<file path="src/rtl/regfile_pkg.sv">
// Shared constants for the multi-port register file: default geometry,
// the hardwired-zero address and debug register indices used when probing.
package regfile_pkg;

  localparam int unsigned DEF_WIDTH = 32;
  localparam int unsigned DEF_DEPTH = 32;
  localparam int unsigned DEF_NREAD = 2;
  localparam int unsigned ZERO_ADDR = 0;

  typedef enum int unsigned {
    RESULT = 3,
    A0     = 4,
    DONE   = 9,
    SP     = 29,
    RA     = 31
  } debug_reg_e;

endpackage

</file>
<file path="src/rtl/regfile_read_port.sv">
// One combinational read port: address mux, pending lookup and the optional
// same-cycle write bypass (enabled by defining REGFILE_BYPASS_EN).
module regfile_read_port
  import regfile_pkg::*;
#(
  parameter  int unsigned WIDTH    = DEF_WIDTH,
  parameter  int unsigned DEPTH    = DEF_DEPTH,
  parameter  int unsigned ZERO_REG = 1,
  localparam int unsigned AW       = $clog2(DEPTH)
) (
  input  logic [AW-1:0]                addr,
  input  logic [DEPTH-1:0][WIDTH-1:0]  regs,
  input  logic [DEPTH-1:0]             pending,
  input  logic                         write_valid,
  input  logic [AW-1:0]                write_addr,
  input  logic [WIDTH-1:0]             write_data,
  input  logic                         reserve_valid,
  input  logic [AW-1:0]                reserve_addr,
  output logic [WIDTH-1:0]             data,
  output logic                         pend
);

  logic is_zero;

  assign is_zero = (ZERO_REG != 0) && (addr == AW'(ZERO_ADDR));

`ifdef REGFILE_BYPASS_EN
  always_comb begin
    data = regs[addr];
    pend = pending[addr];
    // A write in flight resolves the hazard unless a new producer claims the same register
    if (write_valid && (write_addr == addr)) begin
      data = write_data;
      pend = reserve_valid && (reserve_addr == addr);
    end
    if (is_zero) begin
      data = '0;
      pend = 1'b0;
    end
  end
`else
  logic unused_bypass;
  assign unused_bypass = ^{write_valid, write_addr, write_data, reserve_valid, reserve_addr};

  always_comb begin
    data = regs[addr];
    pend = pending[addr];
    if (is_zero) begin
      data = '0;
      pend = 1'b0;
    end
  end
`endif

endmodule

</file>
<file path="src/rtl/regfile_multiport.sv">
// DEPTH x WIDTH register file with one write port, NREAD read ports and
// per-register pending bits. Define REGFILE_BYPASS_EN for write-to-read bypass.
module regfile_multiport
  import regfile_pkg::*;
#(
  parameter  int unsigned WIDTH    = DEF_WIDTH,
  parameter  int unsigned DEPTH    = DEF_DEPTH,
  parameter  int unsigned NREAD    = DEF_NREAD,
  parameter  int unsigned ZERO_REG = 1,
  localparam int unsigned AW       = $clog2(DEPTH)
) (
  input  logic                   Clk,
  input  logic                   Rst_n,
  input  logic                   RegWrite,
  input  logic [AW-1:0]          WriteRegister,
  input  logic [WIDTH-1:0]       WriteData,
  input  logic                   Reserve,
  input  logic [AW-1:0]          ReserveRegister,
  input  logic [NREAD*AW-1:0]    ReadRegister,
  output logic [NREAD*WIDTH-1:0] ReadData,
  output logic [NREAD-1:0]       ReadPending,
  output logic [AW:0]            PendingCount
);

  logic [DEPTH-1:0][WIDTH-1:0] regs;
  logic [DEPTH-1:0]            pending;
  logic [AW:0]                 count;
  logic                        write_valid;
  logic                        reserve_valid;
  logic                        pending_inc;
  logic                        pending_dec;

  always_comb begin
    write_valid   = RegWrite && !((ZERO_REG != 0) && (WriteRegister == AW'(ZERO_ADDR)));
    reserve_valid = Reserve && !((ZERO_REG != 0) && (ReserveRegister == AW'(ZERO_ADDR)));
    // Count tracks the pending vector by delta; a same-address reserve cancels the write's clear
    pending_inc   = reserve_valid && !pending[ReserveRegister];
    pending_dec   = write_valid && pending[WriteRegister]
                    && !(reserve_valid && (ReserveRegister == WriteRegister));
  end

  always_ff @(posedge Clk or negedge Rst_n) begin
    if (!Rst_n) begin
      regs <= '0;
    end else if (write_valid) begin
      regs[WriteRegister] <= WriteData;
    end
  end

  always_ff @(posedge Clk or negedge Rst_n) begin
    if (!Rst_n) begin
      pending <= '0;
    end else begin
      if (write_valid)   pending[WriteRegister]   <= 1'b0;
      if (reserve_valid) pending[ReserveRegister] <= 1'b1;
    end
  end

  always_ff @(posedge Clk or negedge Rst_n) begin
    if (!Rst_n) begin
      count <= '0;
    end else if (pending_inc && !pending_dec) begin
      count <= count + {{AW{1'b0}}, 1'b1};
    end else if (pending_dec && !pending_inc) begin
      count <= count - {{AW{1'b0}}, 1'b1};
    end
  end

  assign PendingCount = count;

  for (genvar k = 0; k < NREAD; k++) begin : g_read
    regfile_read_port #(
      .WIDTH    (WIDTH),
      .DEPTH    (DEPTH),
      .ZERO_REG (ZERO_REG)
    ) u_port (
      .addr          (ReadRegister[k*AW +: AW]),
      .regs          (regs),
      .pending       (pending),
      .write_valid   (write_valid),
      .write_addr    (WriteRegister),
      .write_data    (WriteData),
      .reserve_valid (reserve_valid),
      .reserve_addr  (ReserveRegister),
      .data          (ReadData[k*WIDTH +: WIDTH]),
      .pend          (ReadPending[k])
    );
  end

endmodule

</file>
<file path="config.mk">
export PLATFORM = sky130hd
export DESIGN_NAME = regfile_multiport
export DESIGN_NICKNAME = d
export VERILOG_FILES = /design/src/rtl/regfile_pkg.sv /design/src/rtl/regfile_read_port.sv /design/src/rtl/regfile_multiport.sv
export SDC_FILE = /design/constraint.sdc
export NUM_CORES = 2
export LEC_CHECK = 0
export CAP_MARGIN = 20
export CORE_MARGIN = 2
export CORE_UTILIZATION = 33
export DETAILED_ROUTE_END_ITERATION = 6
export GPL_ROUTABILITY_DRIVEN = 0
export PLACE_DENSITY_LB_ADDON = 0.05
export SLEW_MARGIN = 5
export SYNTH_ARGS = -nofsm -noshare
export SYNTH_HDL_FRONTEND = slang
export SYNTH_SLANG_ARGS = --single-unit
</file>
<file path="constraint.sdc">
create_clock -name Clk -period 12.8 [get_ports Clk]
set_input_delay 3.84 -clock Clk [delete_from_list [all_inputs] [get_ports Clk]]
set_output_delay 3.84 -clock Clk [all_outputs]
set_load 0.01 [all_outputs]
</file>
==> summary.md <==
| Metric | Value |
|---|---|
| Post-CTS Setup Inserts | 0 |
| DR iter-0 viols | between 2000 and 3000 |
| Post-DP Area | 0.0602 mm2 |
| #FFs+latches synth | 1062 |
| GRT Overall Usage | 0.251 |
| Post-DRT Antenna Nets | 0 |
| Crit path kind | primary input to output port |
| GRT overflow | 0 |
| Detail Placement HPWL | between 100000 and 150000 um |
| IO buf count | between 100 and 150 |
| Num rows | 152 |
| RSZ-0062 raised after global routing | no |
| Average size of a mapped cell | 15.3 um2 |
| Vias in the first global route | 38813 |
| Final Cell Area | ~0.065 mm2 |
| H-tree levels | 4 |
| Reg power frac | 0.428 |
| Critical Path Start Type | primary input |
| Max Root-Sink Buffers | 3 |
| Vias/cell | around 6 |
| Largest family of logic cells by synthesized area | multiplexers |
| CTS root buf | clkbuf_16 |
| Number of max-slew violations in the final report | 0 |
| Max_slew headroom | 0.0808 |
| EDFF count, synth | 0 |
| Routed via count | ~36000 |
| Antenna violations before repair | 9 |
| Setup violators final | 0 |
| Ys Warns | 0 |
| Arrival @ worst endpoint | 8040 ps |
| Slowest cell on crit path | a221oi_1 |
| Die W | 419 um |
| Fin. Hold Viols | 0 |
| Post_cts resized | 0 |
| Netlist cell types | between 40 and 50 |
| Pint | roughly 7500 uW |
| Clock transition at the registers of the reported paths | about 50 ps |
| Placeable core area | ~0.17 mm2 |
| Slowest stage delay, CP | 1140 ps |
| Main synth FF type | dfrtp_1 |
| Worst-Margin Slew | between 1000 and 1500 ps |
| Die area | ~0.18 mm2 |
| PD cells | 162 mW/mm2 |
| Top Ports | between 100 and 150 |
| Sequential-to-total area share from yosys stat | 0.468 |
| Psw | around 3000 uW |
| VDD IR max | between 0.1 and 0.15 mV |
| Area Overhead vs Synth | 14.1% |
| Status | finished, final reports clean |
| Worst Path Max Fanout | 25 |
| Worst Hold Class | flop to flop |
| Adder-Cell Fraction of Synth Area | 0.00168 |
| DR WL/cell | 36.5 um |
| Sw Ratio | 0.283 |
| Clk sinks | between 1000 and 1500 |
| First-pass GRT wire length | ~310000 um |
| Critical Path RT | roughly 9000 ps |
| CTS tree | built |
| CTS Buf Count | ~130 |
| Static leakage | 0.0278 uW |
| Fin crit period | between 10000 and 15000 ps |
| Routed Wire Length | between 200000 and 250000 um |
| Post-synthesis xor/xnor area fraction | 0.00154 |
| Critical path endpoint category | output port |
| Clock Latency Late Sink | between 700 and 800 ps |
| Share of total power in combinational logic | 0.209 |
| Clk pwr share | 0.363 |
| Pin count of the biggest net entering global routing | ~160 |
| Fmax | about 84 MHz |
| Final TNS setup | 0 ps |
| Syn Std Cell Area | ~0.057 mm2 |
| Maxcap violations | 0 |
| Mux cell area share after synthesis | 0.431 |
| Layout net count | roughly 3700 |
| Cell repeated most along the worst path | buf_4 |
| Net Count, Synth | 3760 |
| Hold Buf Count CTS | 0 |
| Starting Density | 0.331 |
| Synth Area in Compound Gates | 0.0446 |
| Die extent in y | ~420 um |
| Layout cells sized above 1 | 0.377 |
| Post-route clock skew | 12.8 ps |
| Async set-reset flop share out of synthesis | 1.00 |
| Post-synthesis simple-gate area fraction | 0.0139 |
| DRC | 0 |
| Mapped Cells | about 3700 |
| DR pass1 iterations | 6 |
| Final worst path period share | 0.928 |
| Worst path cell trace | buf_4 -> nor2_4 -> buf_4 -> nand2_2 -> o221ai_1 -> a221oi_1 -> clkdlybuf4s50_1 |
flip-flops by register name, summed over array words and instances, names as in the netlist:
| name | count |
|---|---|
| PendingCount | 6 |
| pending | 32 |
| regs | 1024 |
Yosys cell counts, types with 40 or more instances:
cell	number	area (um2)
dfrtp_1	1062	26600
mux2_2	523	5890
mux4_2	510	11500
mux2_1	477	5370
clkbuf_1	228	856
mux2i_1	168	1680
buf_2	135	676
a22o_1	67	587
o221ai_1	66	578
a221oi_1	42	368
nand2_1	42	158
buf_4	40	300
final cells by class:
| class | count | area [um2] |
|---|---|---|
| antenna | 4 | 10.0 |
| clock buffer | 205 | 4010 |
| clock inverter | 27 | 347 |
| fill | 15875 | 106000 |
| inverter | 37 | 139 |
| multi-input combinational | 2163 | 28200 |
| sequential | 1062 | 26600 |
| tap | 2233 | 2790 |
| timing repair buffer | 252 | 2650 |
path summary, 6_finish.rpt:
path / startpoint / endpoint / slack [ps] / cells after the start
worst max-delay path: ReadRegister[3] / ReadData[2] / 920 / 7
worst min-delay path: regs[24] / regs[24] / 390 / 0
worst max register to register: pending[15] / PendingCount[5] / 9080 / 12
worst min register to register: regs[24] / regs[24] / 390 / 0
max in group asynchronous: Rst_n / regs[697] / 7570 / 3
min in group asynchronous: Rst_n / regs[949] / 3090 / 1
power by group through the flow:
stage / combinational, uW / sequential, uW / clock, uW
2_1_floorplan: 1520 / 4360 / 0
3_3_place_gp: 2160 / 4480 / 0
3_5_place_dp: 2200 / 4550 / 0
4_1_cts: 2210 / 4490 / 3910
5_1_grt: 2340 / 4580 / 4050
6_report: 2190 / 4500 / 3820
cell families after synthesis:
logic type                 count (synthesis)
AOI/OAI and AO/OA                        315
xor gates and xnor gates                  10
adders and majority gates                  7
buffers and inverters                    472
DFF                                     1062
muxes                                   1678
and+or+nand+nor                          153
stage by stage:
step / std cells / setup slack (ps) / power (uW) / hold slack, ps / util
floorplan: 3697 / 3400 / 5880 / 441 / -
global placement: 5730 / 1050 / 6640 / 378 / 0.351
detailed placement: 5732 / 1000 / 6750 / 385 / 0.351
CTS: 5964 / 1010 / 10600 / 399 / 0.377
global route: 5981 / 1030 / 11000 / 409 / 0.378
finish: 5983 / 916 / 10500 / 395 / 0.378
metal layers:
layer / vias up / part of all wire / track usage
li1: 14384 / - / -
met1: 20214 / 0.43 / 0.332
met2: 1089 / 0.49 / 0.419
met3: 358 / 0.048 / 0.0407
met4: 2 / 0.034 / 0.0844
met5: - / 0.000059 / 0
placed cells by master, fill, tap and decap left out, types with 5 or more instances in the layout:
| cell | n |
|---|---|
| inv_1 | 37 |
| a211oi_1 | 25 |
| mux2_2 | 523 |
| nand3b_1 | 6 |
| nor2_4 | 14 |
| a2111oi_1 | 22 |
| mux2_1 | 477 |
| nor2_1 | 9 |
| buf_8 | 13 |
| nand2_1 | 20 |
| buf_6 | 5 |
| a221oi_1 | 42 |
| nand2_4 | 19 |
| mux2i_1 | 168 |
| mux4_2 | 510 |
| nor3_1 | 36 |
| clkdlybuf4s50_1 | 117 |
| bufinv_16 | 8 |
| clkinv_2 | 16 |
| a22oi_1 | 5 |
| clkbuf_1 | 38 |
| dfrtp_1 | 1062 |
| clkbuf_16 | 139 |
| nand4_1 | 5 |
| nand3_1 | 5 |
| o21ai_0 | 32 |
| buf_4 | 89 |
| xor2_1 | 6 |
| a2111oi_0 | 9 |
| o22ai_1 | 33 |
| clkbuf_8 | 29 |
| a22o_1 | 67 |
| ha_1 | 6 |
| buf_12 | 21 |
| o221ai_1 | 66 |
critical path, delay by kind of cell:
family,cells,cell delay [ps]
AOI/OAI and AO/OA,2,1520
buffers and inverters,3,1620
and+or+nand+nor,2,950
Note: power is estimated with default switching activity, not from simulation.
